## src/rtl/ysyx_pkg.sv

```systemverilog
// Shared RV32I decode definitions: opcode constants, the 4-bit opcode class
// enum, SYSTEM funct3 constants and an opcode-to-class helper used by both
// the decode stage and the immediate generator.
package ysyx_pkg;

    localparam logic [6:0] OPC_LUI    = 7'b0110111;
    localparam logic [6:0] OPC_AUIPC  = 7'b0010111;
    localparam logic [6:0] OPC_JAL    = 7'b1101111;
    localparam logic [6:0] OPC_JALR   = 7'b1100111;
    localparam logic [6:0] OPC_BRANCH = 7'b1100011;
    localparam logic [6:0] OPC_LOAD   = 7'b0000011;
    localparam logic [6:0] OPC_STORE  = 7'b0100011;
    localparam logic [6:0] OPC_OP_IMM = 7'b0010011;
    localparam logic [6:0] OPC_OP     = 7'b0110011;
    localparam logic [6:0] OPC_FENCE  = 7'b0001111;
    localparam logic [6:0] OPC_SYSTEM = 7'b1110011;

    localparam logic [2:0] F3_PRIV   = 3'b000;
    localparam logic [2:0] F3_CSRRW  = 3'b001;
    localparam logic [2:0] F3_CSRRS  = 3'b010;
    localparam logic [2:0] F3_CSRRC  = 3'b011;
    localparam logic [2:0] F3_CSRRWI = 3'b101;
    localparam logic [2:0] F3_CSRRSI = 3'b110;
    localparam logic [2:0] F3_CSRRCI = 3'b111;

    // CLS_LUI is encoding 0, which is also the post-reset value of the bundle.
    typedef enum logic [3:0] {
        CLS_LUI     = 4'd0,
        CLS_AUIPC   = 4'd1,
        CLS_JAL     = 4'd2,
        CLS_JALR    = 4'd3,
        CLS_BRANCH  = 4'd4,
        CLS_LOAD    = 4'd5,
        CLS_STORE   = 4'd6,
        CLS_OP_IMM  = 4'd7,
        CLS_OP      = 4'd8,
        CLS_FENCE   = 4'd9,
        CLS_SYSTEM  = 4'd10,
        CLS_ILLEGAL = 4'd11
    } op_class_e;

    // Full 7-bit compare, so a non-11 low pair always lands in CLS_ILLEGAL.
    function automatic op_class_e opcode_class(input logic [6:0] opc);
        case (opc)
            OPC_LUI:    return CLS_LUI;
            OPC_AUIPC:  return CLS_AUIPC;
            OPC_JAL:    return CLS_JAL;
            OPC_JALR:   return CLS_JALR;
            OPC_BRANCH: return CLS_BRANCH;
            OPC_LOAD:   return CLS_LOAD;
            OPC_STORE:  return CLS_STORE;
            OPC_OP_IMM: return CLS_OP_IMM;
            OPC_OP:     return CLS_OP;
            OPC_FENCE:  return CLS_FENCE;
            OPC_SYSTEM: return CLS_SYSTEM;
            default:    return CLS_ILLEGAL;
        endcase
    endfunction

endpackage

```

## src/rtl/ysyx_idu_if.sv

```systemverilog
// Fetch -> decode -> execute signal bundle.
// slave  : the decode stage (consumes prev_valid/inst/pc/flush/next_ready,
//          drives ready_o and the registered decoded bundle).
// master : the surrounding pipeline / testbench side.
interface ysyx_idu_if
    import ysyx_pkg::*;
#(
    parameter int ADDR_W = 32,
    parameter int DATA_W = 32
);
    logic              prev_valid;
    logic              ready_o;
    logic [DATA_W-1:0] inst;
    logic [ADDR_W-1:0] pc;
    logic              flush;
    logic              next_ready;
    logic              valid_o;
    logic [ADDR_W-1:0] pc_o;
    logic [DATA_W-1:0] inst_o;
    op_class_e         op_class_o;
    logic [4:0]        rd_o;
    logic [4:0]        rs1_o;
    logic [4:0]        rs2_o;
    logic [2:0]        funct3_o;
    logic              funct7b5_o;
    logic [DATA_W-1:0] imm_o;
    logic              rd_we_o;
    logic              illegal_o;
    logic              ecall_o;
    logic              ebreak_o;

    modport slave (
        input  prev_valid, inst, pc, flush, next_ready,
        output ready_o, valid_o, pc_o, inst_o, op_class_o, rd_o, rs1_o, rs2_o,
               funct3_o, funct7b5_o, imm_o, rd_we_o, illegal_o, ecall_o, ebreak_o
    );

    modport master (
        output prev_valid, inst, pc, flush, next_ready,
        input  ready_o, valid_o, pc_o, inst_o, op_class_o, rd_o, rs1_o, rs2_o,
               funct3_o, funct7b5_o, imm_o, rd_we_o, illegal_o, ecall_o, ebreak_o
    );
endinterface

```

## src/rtl/ysyx_idu_imm_gen.sv

```systemverilog
// Combinational RV32I immediate generator: picks the I/S/B/U/J format from
// the opcode and returns the sign-extended immediate (0 for R-type and
// unrecognised opcodes). Shared with the fetch branch-target logic.
// Ports: inst (in, 32) instruction word; imm (out, 32) immediate.
module ysyx_idu_imm_gen
    import ysyx_pkg::*;
(
    input  logic [31:0] inst,
    output logic [31:0] imm
);
    always_comb begin
        imm = 32'd0;
        case (opcode_class(inst[6:0]))
            CLS_JALR, CLS_LOAD, CLS_OP_IMM, CLS_FENCE, CLS_SYSTEM:
                imm = {{20{inst[31]}}, inst[31:20]};
            CLS_STORE:
                imm = {{20{inst[31]}}, inst[31:25], inst[11:7]};
            CLS_BRANCH:
                imm = {{19{inst[31]}}, inst[31], inst[7], inst[30:25], inst[11:8], 1'b0};
            CLS_LUI, CLS_AUIPC:
                imm = {inst[31:12], 12'd0};
            CLS_JAL:
                imm = {{11{inst[31]}}, inst[31], inst[19:12], inst[20], inst[30:21], 1'b0};
            default:
                imm = 32'd0;
        endcase
    end
endmodule

```

## src/rtl/ysyx_idu.sv

```systemverilog
// RV32I instruction decode stage. Single-entry registered output bundle with
// valid/ready handshakes on both sides and a one-cycle flush.
// Ports: clk, rst (sync, active-high); bus (ysyx_idu_if.slave) carrying the
// fetch handshake (prev_valid/ready_o/inst/pc), flush, the execute handshake
// (valid_o/next_ready) and the decoded fields.
module ysyx_idu
    import ysyx_pkg::*;
#(
    parameter int ADDR_W = 32,
    parameter int DATA_W = 32
) (
    input  logic       clk,
    input  logic       rst,
    ysyx_idu_if.slave  bus
);
    logic              valid_q;
    logic [ADDR_W-1:0] pc_q;
    logic [DATA_W-1:0] inst_q;
    op_class_e         cls_q;
    logic [DATA_W-1:0] imm_q;
    logic              rd_we_q;
    logic              ecall_q;
    logic              ebreak_q;

    logic              accept;
    logic              handoff;
    op_class_e         d_cls;
    logic [31:0]       d_imm;
    logic              d_rd_we;
    logic              d_ecall;
    logic              d_ebreak;
    logic [2:0]        d_f3;

    // Pass-through ready keeps one instruction per cycle under continuous flow.
    assign bus.ready_o = !valid_q || bus.next_ready;
    assign accept      = bus.prev_valid && bus.ready_o && !bus.flush;
    assign handoff     = valid_q && bus.next_ready;

    ysyx_idu_imm_gen u_imm_gen (
        .inst (bus.inst[31:0]),
        .imm  (d_imm)
    );

    always_comb begin
        d_cls    = opcode_class(bus.inst[6:0]);
        d_f3     = bus.inst[14:12];
        d_rd_we  = 1'b0;
        d_ecall  = 1'b0;
        d_ebreak = 1'b0;
        case (d_cls)
            CLS_LUI, CLS_AUIPC, CLS_JAL, CLS_JALR, CLS_LOAD, CLS_OP_IMM, CLS_OP:
                d_rd_we = 1'b1;
            CLS_SYSTEM: begin
                d_rd_we  = (d_f3 != F3_PRIV);
                d_ecall  = (d_f3 == F3_PRIV) && !bus.inst[20];
                d_ebreak = (d_f3 == F3_PRIV) &&  bus.inst[20];
            end
            default: d_rd_we = 1'b0;
        endcase
        if (bus.inst[11:7] == 5'd0) d_rd_we = 1'b0;
    end

    always_ff @(posedge clk) begin
        if (rst) begin
            valid_q  <= 1'b0;
            pc_q     <= '0;
            inst_q   <= '0;
            cls_q    <= CLS_LUI;
            imm_q    <= '0;
            rd_we_q  <= 1'b0;
            ecall_q  <= 1'b0;
            ebreak_q <= 1'b0;
        end else begin
            if (bus.flush)   valid_q <= 1'b0;
            else if (accept) valid_q <= 1'b1;
            else if (handoff) valid_q <= 1'b0;

            if (accept) begin
                pc_q     <= bus.pc;
                inst_q   <= bus.inst;
                cls_q    <= d_cls;
                imm_q    <= DATA_W'(d_imm);
                rd_we_q  <= d_rd_we;
                ecall_q  <= d_ecall;
                ebreak_q <= d_ebreak;
            end
        end
    end

    // Register fields are sliced from the held raw instruction.
    assign bus.valid_o    = valid_q;
    assign bus.pc_o       = pc_q;
    assign bus.inst_o     = inst_q;
    assign bus.op_class_o = cls_q;
    assign bus.rd_o       = inst_q[11:7];
    assign bus.rs1_o      = inst_q[19:15];
    assign bus.rs2_o      = inst_q[24:20];
    assign bus.funct3_o   = inst_q[14:12];
    assign bus.funct7b5_o = inst_q[30];
    assign bus.imm_o      = imm_q;
    assign bus.rd_we_o    = rd_we_q;
    assign bus.illegal_o  = (cls_q == CLS_ILLEGAL);
    assign bus.ecall_o    = ecall_q;
    assign bus.ebreak_o   = ebreak_q;
endmodule

```

## src/flat_wrapper.sv

```systemverilog
// flat-port wrapper written by rule: the top's interface ports become plain ports
module ysyx_idu_flat import ysyx_pkg::*;
#(
    parameter int ADDR_W = 32,
    parameter int DATA_W = 32
)
  (clk, rst, bus_prev_valid, bus_inst, bus_pc, bus_flush, bus_next_ready, bus_ready_o, bus_valid_o, bus_pc_o, bus_inst_o, bus_op_class_o, bus_rd_o, bus_rs1_o, bus_rs2_o, bus_funct3_o, bus_funct7b5_o, bus_imm_o, bus_rd_we_o, bus_illegal_o, bus_ecall_o, bus_ebreak_o);
  ysyx_idu_if #(.ADDR_W(ADDR_W), .DATA_W(DATA_W)) bus_i ();
  input  logic clk;
  input  logic rst;
  input wire logic [$bits(bus_i.prev_valid)-1:0] bus_prev_valid;
  input wire logic [$bits(bus_i.inst)-1:0] bus_inst;
  input wire logic [$bits(bus_i.pc)-1:0] bus_pc;
  input wire logic [$bits(bus_i.flush)-1:0] bus_flush;
  input wire logic [$bits(bus_i.next_ready)-1:0] bus_next_ready;
  output wire logic [$bits(bus_i.ready_o)-1:0] bus_ready_o;
  output wire logic [$bits(bus_i.valid_o)-1:0] bus_valid_o;
  output wire logic [$bits(bus_i.pc_o)-1:0] bus_pc_o;
  output wire logic [$bits(bus_i.inst_o)-1:0] bus_inst_o;
  output wire logic [$bits(bus_i.op_class_o)-1:0] bus_op_class_o;
  output wire logic [$bits(bus_i.rd_o)-1:0] bus_rd_o;
  output wire logic [$bits(bus_i.rs1_o)-1:0] bus_rs1_o;
  output wire logic [$bits(bus_i.rs2_o)-1:0] bus_rs2_o;
  output wire logic [$bits(bus_i.funct3_o)-1:0] bus_funct3_o;
  output wire logic [$bits(bus_i.funct7b5_o)-1:0] bus_funct7b5_o;
  output wire logic [$bits(bus_i.imm_o)-1:0] bus_imm_o;
  output wire logic [$bits(bus_i.rd_we_o)-1:0] bus_rd_we_o;
  output wire logic [$bits(bus_i.illegal_o)-1:0] bus_illegal_o;
  output wire logic [$bits(bus_i.ecall_o)-1:0] bus_ecall_o;
  output wire logic [$bits(bus_i.ebreak_o)-1:0] bus_ebreak_o;
  assign bus_i.prev_valid = bus_prev_valid;
  assign bus_i.inst = bus_inst;
  assign bus_i.pc = bus_pc;
  assign bus_i.flush = bus_flush;
  assign bus_i.next_ready = bus_next_ready;
  assign bus_ready_o = bus_i.ready_o;
  assign bus_valid_o = bus_i.valid_o;
  assign bus_pc_o = bus_i.pc_o;
  assign bus_inst_o = bus_i.inst_o;
  assign bus_op_class_o = bus_i.op_class_o;
  assign bus_rd_o = bus_i.rd_o;
  assign bus_rs1_o = bus_i.rs1_o;
  assign bus_rs2_o = bus_i.rs2_o;
  assign bus_funct3_o = bus_i.funct3_o;
  assign bus_funct7b5_o = bus_i.funct7b5_o;
  assign bus_imm_o = bus_i.imm_o;
  assign bus_rd_we_o = bus_i.rd_we_o;
  assign bus_illegal_o = bus_i.illegal_o;
  assign bus_ecall_o = bus_i.ecall_o;
  assign bus_ebreak_o = bus_i.ebreak_o;
  ysyx_idu #(.ADDR_W(ADDR_W), .DATA_W(DATA_W)) u_core (.clk(clk), .rst(rst), .bus(bus_i));
endmodule
```

## config.mk

```make
export PLATFORM = sky130hd
export DESIGN_NAME = ysyx_idu_flat
export DESIGN_NICKNAME = d
export VERILOG_FILES = /design/src/rtl/ysyx_pkg.sv /design/src/rtl/ysyx_idu_if.sv /design/src/rtl/ysyx_idu_imm_gen.sv /design/src/rtl/ysyx_idu.sv /design/src/flat_wrapper.sv
export SDC_FILE = /design/constraint.sdc
export NUM_CORES = 1
export LEC_CHECK = 0
export CAP_MARGIN = 10
export CORE_ASPECT_RATIO = 1.4
export CORE_MARGIN = 4
export CORE_UTILIZATION = 27
export DETAILED_ROUTE_END_ITERATION = 12
export PLACE_DENSITY_LB_ADDON = 0.2
export SLEW_MARGIN = 30
export SYNTH_ARGS = -nofsm -noshare
export SYNTH_HDL_FRONTEND = slang
export SYNTH_HIERARCHICAL = 1
export SYNTH_SLANG_ARGS = --single-unit
export TNS_END_PERCENT = 20
```

## constraint.sdc

```tcl
create_clock -name clk -period 3 [get_ports clk]
set_input_delay 0.9 -clock clk [delete_from_list [all_inputs] [get_ports clk]]
set_output_delay 0.9 -clock clk [all_outputs]
set_load 0.01 [all_outputs]
```

; ---- Yosys cells after proc, flatten, opt, wreduce, memory -nomap -nowiden
; Cells that the tools add are included.
[totals]
reg_bits = 104
output_inout_bits = 125
input_bits = 69
word_cells = 56
[classes]
n_eq_ne = 22
muxes = 8
n_reduce_logical = 18
[op_table]
columns = operator, n
row1 = 32-bit one-hot mux with 5 select lines, 1
row2 = 4-bit one-hot mux with 11 select lines, 1
row3 = "7-bit == test, second input constant", 4
row4 = "7-bit by 6-bit == test with 1-bit output, second input constant", 3
row5 = "4-bit by 3-bit == test with 1-bit output, second input constant", 4
row6 = "4-bit == test, second input constant", 4
row7 = "7-bit by 5-bit == test with 1-bit output, second input constant", 2
row8 = "4-bit by 2-bit == test with 1-bit output, second input constant", 2
row9 = "7-bit by 2-bit == test with 1-bit output, second input constant", 1
row10 = "7-bit by 4-bit == test with 1-bit output, second input constant", 1
row11 = 7-bit OR reduction, 1
row12 = 1-bit logical AND, 5
row13 = 5-bit logical NOT, 1
row14 = 1-bit two-way mux, 5
row15 = 5-bit OR reduction, 1
row16 = "4-bit by 1-bit == test with 1-bit output, second input constant", 1
row17 = 4-bit logical NOT, 1
row18 = 2-bit OR reduction, 2
row19 = 1-bit logical NOT, 3
row20 = 3-bit logical NOT, 1
row21 = 3-bit nonzero test, 1
row22 = 1-bit one-hot mux with 2 select lines, 1
row23 = 2-bit nonzero test, 1
row24 = 1-bit logical OR, 1

; ---- Depth between registers and ports, before layout
[logic_depth]
ltp_word = 6
depth_mapped = 8
ltp_nobuf = 6

; ---- Hierarchy
; Netlist, hierarchy kept.
[by_module_without_submodules]
columns = mod, seq_area_each_um2, cells_per_inst, n_inst, area_per_inst_um2
row1 = ysyx_idu, 2082.0, 510, 1, 3975.1
row2 = ysyx_idu_imm_gen, 0.0, 89, 1, 654.4

; ---- Worst setup path after synthesis
; No wires, ideal clock.
[synth_timing]
path_type = in2reg
from = in bus_inst[4]
to = reg u_core.imm_q[20] (netlist: u_core/bus.imm_o[20])
n_path_buf = 2
stages = 8
setup_time_ps = 132
t_arrival_ps = 1997
t_required_ps = 2868
slack_ps = 870
path_cell_list = buf_2 > and4b_1 > a311oi_2 > a211oi_2 > buf_6 > a21o_1 > nand2_1 > a21oi_1
[synth_between]
elab_chain_cells = 5
word_cells_on_any_way = 25
cone_classes = 20 x eq/ne / 2 x mux / 3 x reduce/logical
[synth_rtl]
columns = item, line_no
row1 = start: declaration, flat_wrapper.sv:12  ; input wire logic [$bits(bus_i.inst)-1:0] bus_inst;
row2 = 7-bit == test (tied with other cells), ysyx_pkg.sv:44  ; case (opc)
row3 = 4-bit one-hot mux with 11 select lines *, ysyx_pkg.sv:44
row4 = 4-bit == test (tied with other cells), ysyx_idu_imm_gen.sv:13  ; case (opcode_class(inst[6:0]))
row5 = 5-bit OR reduction or 2-bit OR reduction (tied branches), ysyx_idu_imm_gen.sv:13
row6 = 32-bit one-hot mux with 5 select lines *, ysyx_idu_imm_gen.sv:13
row7 = named net u_core.d_imm[20], ysyx_idu.sv:28  ; logic [31:0] d_imm;
row8 = end signal: assignment, ysyx_idu.sv:82  ; imm_q <= DATA_W'(d_imm);
row9 = end: declaration, ysyx_idu.sv:20  ; logic [DATA_W-1:0] imm_q;
; The timed path passes the listed nets; every way through them passes the cells marked *.
; A chain may end at the register's enable or synchronous reset.

; ---- Worst setup path in the final report
[layout_timing]
from = in bus_next_ready
to = out bus_ready_o
[layout_between]
elab_chain_cells = 1
[layout_rtl]
columns = item, line_no
row1 = start: declaration, flat_wrapper.sv:15  ; input wire logic [$bits(bus_i.next_ready)-1:0] bus_next_ready;
row2 = 1-bit logical OR, ysyx_idu.sv:35  ; assign bus.ready_o = !valid_q || bus.next_ready;
row3 = end: declaration, flat_wrapper.sv:16  ; output wire logic [$bits(bus_i.ready_o)-1:0] bus_ready_o;
; No other way between the ends.

==> flow_summary_export.csv <==
group,metric,value,unit
cts,path_clk_slew,0.07,ns
timing,setup_tns,0,ns
synth,synth_seq_cells,104,
timing,rsz0062_at_grt,"no",
timing,clock-skew-final,0.00486,ns
synth,avgSynthCellArea,7.73,um2
cts,cts_resized,0,
critical_path,max_stage_delay,0.54,ns
layout,final_cells,970,
timing,fin_crit,2.93,ns
synth,yosysSeqAreaShare,45.0,%
grt,grt.overflow.total,0,
place,dp_hpwl,11500,um
layout,stdcell_area,6960,um2
job,maxCapViolations,0,
timing,finalSetupViolCount,0,
cts,cts_htree_levels,3,
critical_path,critPathKind,"in2out",
timing,fin_crit_sh,97.6,%
layout,mostFrequentLayoutCells,"199 x nand2_1, 192 x clkdlybuf4s50_1, 104 x dfxtp_1",
timing,timing.hold.ws,0.454,ns
routing,drt_iter0_drc,353,
grt,antenna_found_initial,0,
critical_path,path_max_fanout,2,
critical_path,critPathBufInv,3,
power_and_ir_drop,power,3.16,mW
synth,syn_nets,668,
cts,cts_setup_buffers,0,
routing,vias,4660,
die,die_x,119,um
power_and_ir_drop,power_density,454,nW/um2
layout,final_nets,831,
synth,yosysTopAreaCell,"dfxtp_1",
layout,num-fill-cells,1761,
cts,cts_tree,"done",
die,fp.dieH,163,um
die,ios,194,
critical_path,start_kind,"primary input",
place,detailedPlace.worstSlack,-0.0657,ns
routing,drtAntennaViolNets,0,
critical_path,cp.arrival,2.03,ns
cts,ctsRootBufferMaster,"clkbuf_16",
critical_path,crit_top_cell,"clkdlybuf4s50_1",
cts,clk_latency,0.34,ns
synth,synth_area,4630,um2
critical_path,rrSetupSlack,1.31,ns
layout,final_util,41.4,%
timing,worst_pin_slew,0.766,ns
layout,layout_commonest_cell,"nand2_1",
place,port-buffer-count,193,
die,start_util,27.5,%
critical_path,cpLargestDelayFamily,"buffers and inverters",
outcome,status,"complete, no violations",
routing,totalWireLength,15500,um
routing,drc,0,
die,die_area,19300,um2
synth,ys_top_cells_by_area,"dfxtp_1 45%, nand2_1 16%, a21oi_1 11%, buf_4 3.4%, buf_2 2.5%",
synth,ys_warn_count,6,
power_and_ir_drop,max-vdd-ir-drop,0.203,mV
layout,num_antenna_cells,0,
timing,finalMaxSlewViolations,0,
place,gp_congestion,0.846,
grt,grt_max_degree,61,
timing,layout_setup_ws,0.0710,ns
cts,clock_sinks,104,
grt,grt_pass1_vias,4604,
layout,drive_gt1_share,7.17,%
power_and_ir_drop,p_leak,2.54,nW
layout,syn_to_final_growth,50.3,%
synth,synthDistinctLibCells,50,
routing,avgViaCountPerCell,4.80,
critical_path,crit_path_cell_trace,"clkdlybuf4s50_1, nor2b_1, inv_1, clkdlybuf4s50_1",
synth,synth_edf_count,0,
timing,fmax,0.341,GHz
routing,routedWlPerCell,15.9,um
critical_path,slowest_stage,"clkdlybuf4s50_1",
cts,cts_made_buffers,9,
synth,async_reset_ff_share,0,%
critical_path,crit_required,2.10,ns
die,core_area,16800,um2
grt,grtUsageTotal,15.5,%
timing,timing.slew.headroom,48.8,%
die,rows,56,
critical_path,critPathCaptureType,"primary output",
cts,clock_path_buffers,2,
synth,synth_top_area_share,45.0,%
grt,grt_pass1_wl,24200,um
synth,syn_inst,599,
min_path,hold_path.class,"reg2reg",
place,placed_cell_area,6650,um2
cts,cts_hold_buffers,0,
timing,finalHoldViolations,0,
place,dp_cells,954,
routing,drt_first_pass_iters,4,
synth,synth_flop_cell,"dfxtp_1",
[final cells by class]
cell class,count,area (um2),share of cell area [%]
clock inverter,4,51.3,0.737
multi-input combinational,423,2140,30.8
tap,203,254,3.65
clock buffer,12,256,3.69
timing repair buffer,219,2150,30.9
inverter,5,18.8,0.270
sequential,104,2080,29.9
[layer usage]
layer  track usage (%)  routed length (um)  up-vias
met4              5.80                 268        0
met1              17.6                6180     2176
met2              27.7                8000      154
met5                 0                   0        -
met3              4.03                 997       15
li1                  -                   -     2315
[Yosys cell counts (3+ instances only)]
master and number:
a22o_1 5, a21oi_1 103, a31o_2 4, nor3b_1 5, nand2_1 199, buf_4 21, o21ai_0 5, clkbuf_1 19
buf_6 4, or4_1 4, buf_2 23, dfxtp_1 104, and2_1 9, nor2b_1 4, a21o_1 13, nor3_1 3
nand3b_1 3, inv_1 5, nand2b_1 3, nor2_1 7, and3_1 11, o21a_1 10
[path summary, 6_finish.rpt]
check                               startpoint                                     to  cells after the start
min reg2reg  u_core/bus.inst_o[1]$_SDFFE_PP0P_      u_core/bus.inst_o[1]$_SDFFE_PP0P_                      2
max                             bus_next_ready                            bus_ready_o                      4
max reg2reg    u_core/bus.valid_o$_SDFFE_PP0P_  u_core/bus.op_class_o[1]$_SDFFE_PP0P_                      6
min          u_core/bus.inst_o[1]$_SDFFE_PP0P_      u_core/bus.inst_o[1]$_SDFFE_PP0P_                      2
[cell families (layout without fill, tap and decap cells)]
family                   count (synthesis)  count (layout)  share of synthesized area (%)
adder cells (fa/ha/maj)                  1               1                          0.216
AND/OR/NAND/NOR                        264             264                           25.5
flip-flops                             104             104                           45.0
buffers and inverters                   72             240                           8.81
AO/OA/AOI/OAI                          158             158                           20.5
[registers in the layout, summed over array words and instances (netlist names)]
register / count
u_core/bus.imm_o: 32
u_core/bus.inst_o: 32
u_core/bus.pc_o: 32
u_core/bus.op_class_o: 4
u_core/bus.ebreak_o: 1
u_core/bus.ecall_o: 1
u_core/bus.rd_we_o: 1
u_core/bus.valid_o: 1
[worst register-to-register path, stage by stage, from the launching register on]
cell	delay [ns]
dfxtp_1	0.31
nor2b_1	0.14
inv_1	0.07
nand3b_1	0.23
buf_4	0.26
a2111oi_0	0.44
a211oi_1	0.11
[report_power, final]
group / total [mW] / internal (mW) / switching [mW] / leakage (nW)
Combinational: 0.495 / 0.255 / 0.240 / 1.55
Clock: 1.21 / 0.695 / 0.517 / 0.149
Sequential: 1.45 / 1.43 / 0.0272 / 0.846
Note: power is estimated with default switching activity, not from simulation.
